--- src/rtl/fetch_predict_unit.sv ---
// Fetch front-end: PC register, direct-mapped BTB with 2-bit counters,
// next-PC prediction, MEM-stage resolution with flush, and saturating stats.
module fetch_predict_unit #(
   parameter int                    ADDR_WIDTH  = 32,
   parameter int                    BTB_ENTRIES = 8,
   parameter logic [ADDR_WIDTH-1:0] RESET_PC    = '0,
   parameter int                    COUNT_WIDTH = 16
) (
   input  logic                   clk,
   input  logic                   rst_n,
   input  logic                   stall,
   output logic [ADDR_WIDTH-1:0]  inst_address,
   output logic                   pred_taken_IF,
   output logic [ADDR_WIDTH-1:0]  pred_target_IF,
   input  logic                   resolve_valid,
   input  logic                   resolve_is_branch,
   input  logic                   resolve_is_jump,
   input  logic [ADDR_WIDTH-1:0]  resolve_addr,
   input  logic                   resolve_taken,
   input  logic [ADDR_WIDTH-1:0]  resolve_target,
   input  logic                   resolve_pred_taken,
   input  logic [ADDR_WIDTH-1:0]  resolve_pred_target,
   output logic                   flush,
   output logic [COUNT_WIDTH-1:0] branch_count,
   output logic [COUNT_WIDTH-1:0] mispredict_count
);

   localparam int IDX_W = $clog2(BTB_ENTRIES);
   localparam int TAG_W = ADDR_WIDTH - IDX_W - 2;

   logic [ADDR_WIDTH-1:0]  pc;
   logic [BTB_ENTRIES-1:0] btb_valid;
   logic [1:0]             btb_ctr    [BTB_ENTRIES];
   logic [TAG_W-1:0]       btb_tag    [BTB_ENTRIES];
   logic [ADDR_WIDTH-1:0]  btb_target [BTB_ENTRIES];

   logic [IDX_W-1:0]       l_idx, r_idx;
   logic [TAG_W-1:0]       l_tag, r_tag;
   logic                   l_hit, r_hit;
   logic [ADDR_WIDTH-1:0]  pc_plus4, corrected_pc, target_aligned;
   logic                   mispredict;

   assign l_idx = pc[IDX_W+1:2];
   assign l_tag = pc[ADDR_WIDTH-1:IDX_W+2];
   assign l_hit = btb_valid[l_idx] && (btb_tag[l_idx] == l_tag);

   assign pc_plus4       = pc + ADDR_WIDTH'(4);
   assign inst_address   = pc;
   assign pred_taken_IF  = l_hit && btb_ctr[l_idx][1];
   assign pred_target_IF = pred_taken_IF ? btb_target[l_idx] : pc_plus4;

   assign r_idx = resolve_addr[IDX_W+1:2];
   assign r_tag = resolve_addr[ADDR_WIDTH-1:IDX_W+2];
   assign r_hit = btb_valid[r_idx] && (btb_tag[r_idx] == r_tag);

   // A non-branch carrying a taken prediction means the BTB aliased onto it.
   always_comb begin
      mispredict = 1'b0;
      if (resolve_valid) begin
         if (resolve_is_branch)
            mispredict = (resolve_taken != resolve_pred_taken) ||
                         (resolve_taken && resolve_pred_taken &&
                          (resolve_target != resolve_pred_target));
         else
            mispredict = resolve_pred_taken;
      end
   end

   assign flush          = mispredict;
   assign corrected_pc   = (resolve_is_branch && resolve_taken) ? resolve_target
                                                                : resolve_addr + ADDR_WIDTH'(4);
   assign target_aligned = {resolve_target[ADDR_WIDTH-1:2], 2'b00};

   always_ff @(posedge clk or negedge rst_n) begin
      if (!rst_n) begin
         pc <= RESET_PC;
      end else if (mispredict) begin
         pc <= corrected_pc;
      end else if (!stall) begin
         pc <= pred_target_IF;
      end
   end

   always_ff @(posedge clk or negedge rst_n) begin
      if (!rst_n) begin
         btb_valid <= '0;
         for (int i = 0; i < BTB_ENTRIES; i++) begin
            btb_ctr[i]    <= '0;
            btb_tag[i]    <= '0;
            btb_target[i] <= '0;
         end
      end else if (resolve_valid) begin
         if (resolve_is_branch) begin
            if (r_hit) begin
               if (resolve_taken) begin
                  btb_target[r_idx] <= target_aligned;
                  if (resolve_is_jump || btb_ctr[r_idx] == 2'd3)
                     btb_ctr[r_idx] <= 2'd3;
                  else
                     btb_ctr[r_idx] <= btb_ctr[r_idx] + 2'd1;
               end else if (resolve_is_jump) begin
                  btb_ctr[r_idx] <= 2'd3;
               end else if (btb_ctr[r_idx] != 2'd0) begin
                  btb_ctr[r_idx] <= btb_ctr[r_idx] - 2'd1;
               end
            end else if (resolve_taken) begin
               btb_valid[r_idx]  <= 1'b1;
               btb_tag[r_idx]    <= r_tag;
               btb_target[r_idx] <= target_aligned;
               btb_ctr[r_idx]    <= resolve_is_jump ? 2'd3 : 2'd2;
            end
         end else if (r_hit) begin
            btb_valid[r_idx] <= 1'b0;
         end
      end
   end

   always_ff @(posedge clk or negedge rst_n) begin
      if (!rst_n) begin
         branch_count     <= '0;
         mispredict_count <= '0;
      end else begin
         if (resolve_valid && resolve_is_branch && !(&branch_count))
            branch_count <= branch_count + COUNT_WIDTH'(1);
         if (mispredict && !(&mispredict_count))
            mispredict_count <= mispredict_count + COUNT_WIDTH'(1);
      end
   end

endmodule

--- config.mk ---
export PLATFORM = sky130hd
export DESIGN_NAME = fetch_predict_unit
export DESIGN_NICKNAME = d
export VERILOG_FILES = /design/src/rtl/fetch_predict_unit.sv
export SDC_FILE = /design/constraint.sdc
export NUM_CORES = 1
export LEC_CHECK = 0
export CORE_MARGIN = 2
export CORE_UTILIZATION = 49
export DETAILED_ROUTE_END_ITERATION = 8
export PLACE_DENSITY_LB_ADDON = 0.12
export SLEW_MARGIN = 20
export SYNTH_ARGS = -nofsm -noshare
export SYNTH_HDL_FRONTEND = slang
export SYNTH_SLANG_ARGS = --single-unit
--- constraint.sdc ---
create_clock -name clk -period 4.35 [get_ports clk]
set_clock_uncertainty 0.1 [all_clocks]
set_input_delay 0.6525 -clock clk [delete_from_list [all_inputs] [get_ports clk]]
set_output_delay 0.6525 -clock clk [all_outputs]
set_load 0.02 [all_outputs]
==> results by group, run 1 <==
Routing
  – Drt initial violations: 1749
  – Routed WL: approximately 96000 um
  – Final ANT Viol Nets: 0
  – Drt pass-1 iters: 5
  – Wirelength per Cell: approximately 28 um
  – DRC: 0
  – Routed vias/inst: between 6 and 7
  – Via count: roughly 22000

Hold path
  – Hold path start: btb_target[232]$_DFFE_PN0P_
  – Hold crit path type: reg -> reg

Power
  – Comb power frac: 0.305
  – Overall power: 0.0181 W
  – Pwr Density: just under 500 nW/um^2
  – Reg power frac: 0.380
  – Peak supply drop: 0.339 mV
  – Clock network power share: 0.316
  – P_sw: between 0.005 and 0.006 W
  – Static leakage: ~16 nW
  – Int Pwr: around 0.013 W
  – Sw Share: 0.305

Synthesis
  – Post-synthesis sequential element count: between 500 and 600
  – Synth Area per Inst: between 10 and 15 sq um
  – Async SR Flop Fraction: 1.00
  – Predominant post-synthesis flop cell: dfrtp_1
  – Synth Instances: roughly 2300
  – Post-synth EDFFs: 0
  – Synthesized area: slightly below 30000 sq um
  – Synth top area cells: dfrtp_1, mux2_2, mux4_2
  – Synth cell types: between 60 and 70
  – Sequential area share after synthesis: 0.465
  – Syn_nets: between 2000 and 2500
  – Cell taking the most area after synthesis: dfrtp_1
  – Count leader, synth: dfrtp_1
  – Top cells by count, synth: dfrtp_1, mux2_2, nand2_1
  – Yosys warnings: 0
  – Share of the synthesized area in the top cell type: 0.465

Placement
  – Detailed Place HPWL: between 60000 and 70000 um
  – Final GP Congestion: 0.925
  – Area after DPL: between 30000 and 40000 sq um
  – Buffers on Ports: between 200 and 250
  – Pre-CTS WS: -0.181 ns

Finish
  – Design Area, Final: approximately 37000 sq um
  – Antenna cells: 0
  – Final #Nets: between 2000 and 3000
  – Share of layout cells above drive strength 1: 0.406
  – Total of fill cells in the finished design: 4580
  – Area growth from synthesis to layout: 25.6%
  – Flip-flop and latch area: 13600 sq um
  – Area of the multi-input gates: approximately 15000 sq um

Clock tree
  – Clock transition at path regs: 0.06 ns
  – Clk_lat worst skew: 0.63 ns
  – H-tree depth: 2
  – CTS Sinks: about 540
  – CTS buffer count: 61
  – Root buffer cell: clkbuf_16
  – Longest Clk Path Bufs: 3
  – TritonCTS clock tree: built

Setup path
  – Critical Path Most Common Cell: buf_4
  – Worst Path Max Fanout: 5
  – Setup Crit Path Kind: reg -> out
  – Startpoint Class: flip-flop
  – Crit path arrival time: 3.99 ns
  – CP required: 3.60 ns
  – CP Buf/Inv Count: 4
  – Crit-path max cell delay: about 0.52 ns
  – Crit end category: output port
  – Reg2Reg Launch Point: inst_address[3]$_DFFE_PN0P_
  – Worst Setup SP: inst_address[3]$_DFFE_PN0P_
  – CP max stage cell: dfrtp_4
  – Crit-path cells: buf_12 -> buf_8 -> mux4_2 -> mux2i_1 -> buf_4 -> xor2_1 -> nand4_1 -> nor4_4 -> and2_4 -> mux2_4 -> o22ai_4 -> a21oi_2 -> buf_4
  – Largest delay share family, worst path: multiplexers

GRT
  – Initial antenna violation count: 2
  – Global Route met2 Usage: 0.481
  – Met3 usage: 0.0622
  – Vias in the first global route: 22500
  – GR peak layer: met2
  – Grt total ovfl: 0
  – GRT met1 Usage: 0.432
  – First-pass GRT wire length: about 140000 um
  – All-Layer GR Usage: 0.309
  – Largest net degree at the start of global routing: about 120

Run
  – Max-Cap Viols: 0

STA
  – RSZ-0062 raised after global routing: yes
  – Maximum clock rate: 0.211 GHz
  – # setup viols final: 33
  – Setup ws final: -0.391 ns
  – Setup_tns: -8.71 ns
  – Fin. Hold Viols: 0
  – Final period util: 1.09
  – Slew Limit Fails: 0
  – Tmin final: roughly 4.7 ns
  – Worst slew pin tran: 0.855 ns
  – Relative slew slack: 0.430

Status
  – Status: finished, violations left
  – Failing checks: setup timing

Floorplan
  – Initial core utilization: 0.496
  – Die H: 248 um
  – Die footprint: 61700 sq um
  – Die width: around 250 um
  – Rows: approximately 90
  – IO Count: a little over 200
  – Placeable Area: between 50000 and 60000 sq um
layout make-up:
cell class / instances / share of cell area
timing repair buffer: 490 / 0.132
clock buffer: 87 / 0.0477
clock inverter: 27 / 0.0129
inverter: 13 / 0.00133
tap: 773 / 0.0263
multi-input combinational: 1545 / 0.409
sequential: 544 / 0.371
path summary, 6_finish.rpt:
check | to | slack, ns | depth (start not counted)
min | btb_target[232]$_DFFE_PN0P_ | 0.37 | 2
min in group asynchronous | btb_tag[109]$_DFFE_PN0P_ | 0.53 | 2
max reg2reg | inst_address[4]$_DFFE_PN0P_ | 0.41 | 15
max in group asynchronous | btb_ctr[6]$_DFFE_PN0P_ | 2.49 | 3
min reg2reg | btb_target[232]$_DFFE_PN0P_ | 0.37 | 2
max | pred_target_IF[5] | -0.39 | 13
metal layers:
layer	share of wire	wire length [um]
met3	0.078	7530
met2	0.46	44400
met4	0.036	3420
met1	0.42	40800
met5	0.00014	13
power groups by stage:
stage	combinational [W]	sequential [W]	clock [W]
after global placement	0.00510	0.00688	0
after floorplan	0.00320	0.00672	0
after detailed placement	0.00520	0.00694	0
final	0.00551	0.00688	0.00571
after CTS	0.00535	0.00687	0.00579
after global routing	0.00584	0.00699	0.00602
kinds of logic after synthesis:
logic type	share of synthesized area
AOI/OAI and AO/OA	0.0492
xor gates and xnor gates	0.0497
adders and majority gates	0.00299
buffers and inverters	0.0316
DFF	0.465
muxes	0.334
and+or+nand+nor	0.0680
registers in the layout, indices dropped and copies added (netlist names), named ones only:
register and cells:
btb_target 240, btb_tag 216, inst_address 32, branch_count 16
btb_ctr 16, mispredict_count 16
worst min-delay path, stage by stage, from the launching register on:
cell	delay, ns
dfrtp_1	0.34
nand2_1	0.05
nand2_1	0.05
cell usage in the layout, fill, tap and decap left out, types with 20 or more instances in the layout:
cell type and count:
mux2_2 447, dfrtp_1 541, mux2i_1 113, a21oi_1 28, xor2_1 101, clkdlybuf4s50_1 163
nand4_1 30, buf_4 236, mux4_2 153, buf_12 43, o211ai_1 20, a21oi_2 21
nand3_1 48, o21ai_0 53, clkbuf_16 62, buf_6 31, nand2_1 190, nor2_1 53
xnor2_1 65
repair_timing:
action	4_1_cts	5_1_grt
gates resized for setup	168	100
pin swaps	8	7
endpoints found under the setup margin	33	34
hold buffers	1	0
endpoints found under the hold margin	69	0
cloned	1	1
buffers inserted	17	26
through the flow:
| step | util | instances | hold slack [ns] |
|---|---|---|---|
| 3_3_place_gp | 0.572 | 3321 | 0.353 |
| 5_1_grt | 0.623 | 3479 | 0.399 |
| 6_report | 0.623 | 3479 | 0.374 |
| 3_5_place_dp | 0.572 | 3321 | 0.362 |
| 4_1_cts | 0.616 | 3454 | 0.378 |
| 2_1_floorplan | - | 2305 | 0.257 |
Power figures use the tool's default switching activity.
==> run 2: changes to the inputs <==
--- a/config.mk
+++ b/config.mk
@@ -6,9 +6,9 @@
 export NUM_CORES = 1
 export LEC_CHECK = 0
 export CORE_MARGIN = 2
-export CORE_UTILIZATION = 49
+export CORE_UTILIZATION = 45
 export DETAILED_ROUTE_END_ITERATION = 8
-export PLACE_DENSITY_LB_ADDON = 0.12
+export PLACE_DENSITY = 0.74
 export SLEW_MARGIN = 20
 export SYNTH_ARGS = -nofsm -noshare
 export SYNTH_HDL_FRONTEND = slang
==> results by group, run 2 (synthesized netlist as in run 1, its figures left out) <==
STA
  – Final period util: 1.08
  – Relative slew slack: 0.503
  – Worst slew pin tran: 0.745 ns
  – Fin. Hold Viols: 0
  – # setup viols final: 33
  – Setup_tns: -7.97 ns
  – Maximum clock rate: about 0.21 GHz
  – Tmin final: approximately 4.7 ns
  – Slew Limit Fails: 0
  – RSZ-0062 raised after global routing: yes
  – Setup ws final: -0.353 ns

Power
  – Pwr Density: between 400 and 500 nW/um^2
  – Int Pwr: between 0.01 and 0.015 W
  – Peak supply drop: 0.342 mV
  – Overall power: ~0.017 W
  – P_sw: around 0.0056 W
  – Comb power frac: 0.320
  – Sw Share: 0.320
  – Reg power frac: 0.394
  – Static leakage: 16.0 nW
  – Clock network power share: 0.286

Finish
  – Total of fill cells in the finished design: a little under 5000
  – Top reg by flops: btb_target
  – Design Area, Final: ~37000 sq um
  – Area growth from synthesis to layout: 24.8%
  – Final #Nets: around 2800
  – Antenna cells: 0
  – Share of layout cells above drive strength 1: 0.400
  – Commonest cells after routing, fill and taps aside: dfrtp_1, mux2_2, buf_4, nand2_1, clkdlybuf4s50_1
  – Flip-flop and latch area: roughly 14000 sq um
  – Leading cell type in the layout, fill and taps excluded: dfrtp_1
  – Largest register FFs: 240
  – Area of the multi-input gates: roughly 15000 sq um

Floorplan
  – Rows: 93
  – Die H: around 260 um
  – Initial core utilization: 0.455
  – Die width: around 260 um
  – IO Count: 202
  – Placeable Area: 64300 sq um
  – Die footprint: around 67000 sq um

GRT
  – Initial antenna violation count: 2
  – First-pass GRT wire length: 146000 um
  – Vias in the first global route: 23100
  – Largest net degree at the start of global routing: 121
  – All-Layer GR Usage: 0.289
  – Grt total ovfl: 0

Clock tree
  – Clk_lat worst skew: 0.64 ns
  – H-tree depth: 2
  – Longest Clk Path Bufs: 3
  – CTS Sinks: 544
  – Clock transition at path regs: about 0.060 ns
  – CTS buffer count: 59
  – Root buffer cell: clkbuf_16
  – TritonCTS clock tree: built

Placement
  – Detailed Place HPWL: about 68000 um
  – Final GP Congestion: 0.932
  – Pre-CTS WS: -0.402 ns
  – Area after DPL: between 30000 and 40000 sq um
  – Buffers on Ports: 201

Setup path
  – Crit end category: output port
  – Worst Path Max Fanout: 7
  – Setup Crit Path Kind: reg -> out
  – Crit path arrival time: 3.95 ns
  – Startpoint Class: flip-flop
  – CP required: 3.60 ns

Status
  – Failing checks: setup timing
  – Status: finished, violations left

Routing
  – Drt initial violations: 2244
  – Routed vias/inst: between 6 and 7
  – Routed WL: between 90000 and 100000 um
  – Drt pass-1 iters: 8
  – Final ANT Viol Nets: 0
  – Via count: ~22000
  – DRC: 0
  – Wirelength per Cell: 27.3 um

Run
  – Max-Cap Viols: 0

Hold path
  – Hold crit path type: reg -> reg
## run 2: cell types whose count changed in the layout (fill, tap and decap cells not counted), moves of 3 or more
| cell | change |
|---|---|
| mux2i_1 | -5 |
| mux2i_2 | +4 |
| buf_6 | +12 |
| a21oi_1 | +9 |
| nand2_1 | +3 |
| a21oi_4 | +6 |
| nand2_2 | -3 |
| clkbuf_16 | -3 |
| a21oi_2 | -15 |
| buf_8 | -4 |
| bufinv_16 | -10 |
| buf_4 | -15 |
## run 2: layout make-up
type,count,share of cell area
repair buffers,484,0.132
multi-input cells,1545,0.413
well taps,855,0.0293
flip-flops and latches,544,0.373
clock inverters,19,0.00582
inverters,13,0.00134
clock buffers,84,0.0457
## run 2: per-layer routing
layer  GRT usage  part of all wire  up-vias
li1            -                 -     9160
met2       0.450              0.46     1178
met3      0.0657             0.091      264
met4       0.143             0.051        4
met5           0           0.00024        -
met1       0.382              0.40    11500
## run 2: stage by stage
stage	instances	utilization	hold WS, ns
after global placement	3405	0.525	0.353
after CTS	3531	0.564	0.0876
after global routing	3544	0.568	0.395
after floorplan	2305	-	0.257
final	3544	0.568	0.374
after detailed placement	3405	0.525	0.363
## run 2: repair_timing
action                     CTS  global route
resized for setup          240            41
pin swaps                    8             8
hold endpoints to repair     0            48
gates cloned                 3             0
setup endpoints to repair   34            34
buffers inserted            24            14
hold buffers                 0             1
## run 2: worst max-delay path, stage by stage (launching register included)
cell and delay (ns):
dfrtp_4 0.46, buf_12 0.14, buf_4 0.15, mux4_2 0.51
mux2i_1 0.24, xor2_1 0.18, nand4_1 0.21, nor4_4 0.35
and2_4 0.24, buf_12 0.13, buf_12 0.15, buf_8 0.13
mux2i_4 0.27, buf_6 0.15
## run 2: power groups by stage
stage,sequential (W),clock [W],combinational [W]
6_report,0.00685,0.00498,0.00556
5_1_grt,0.00695,0.00523,0.00587
4_1_cts,0.00682,0.00501,0.00543
3_5_place_dp,0.00691,0,0.00516
3_3_place_gp,0.00682,0,0.00504
2_1_floorplan,0.00672,0,0.00320
## run 2: worst paths after layout
kind | from | endpoint | slack [ns] | depth (start not counted)
max reg2reg | inst_address[3]$_DFFE_PN0P_ | inst_address[12]$_DFFE_PN0P_ | 0.46 | 15
min reg2reg | btb_target[254]$_DFFE_PN0P_ | btb_target[254]$_DFFE_PN0P_ | 0.37 | 2
max | inst_address[3]$_DFFE_PN0P_ | pred_target_IF[31] | -0.35 | 13
min in group asynchronous | rst_n | btb_tag[17]$_DFFE_PN0P_ | 0.48 | 2
max in group asynchronous | rst_n | btb_target[246]$_DFFE_PN0P_ | 2.74 | 3
min | btb_target[254]$_DFFE_PN0P_ | btb_target[254]$_DFFE_PN0P_ | 0.37 | 2
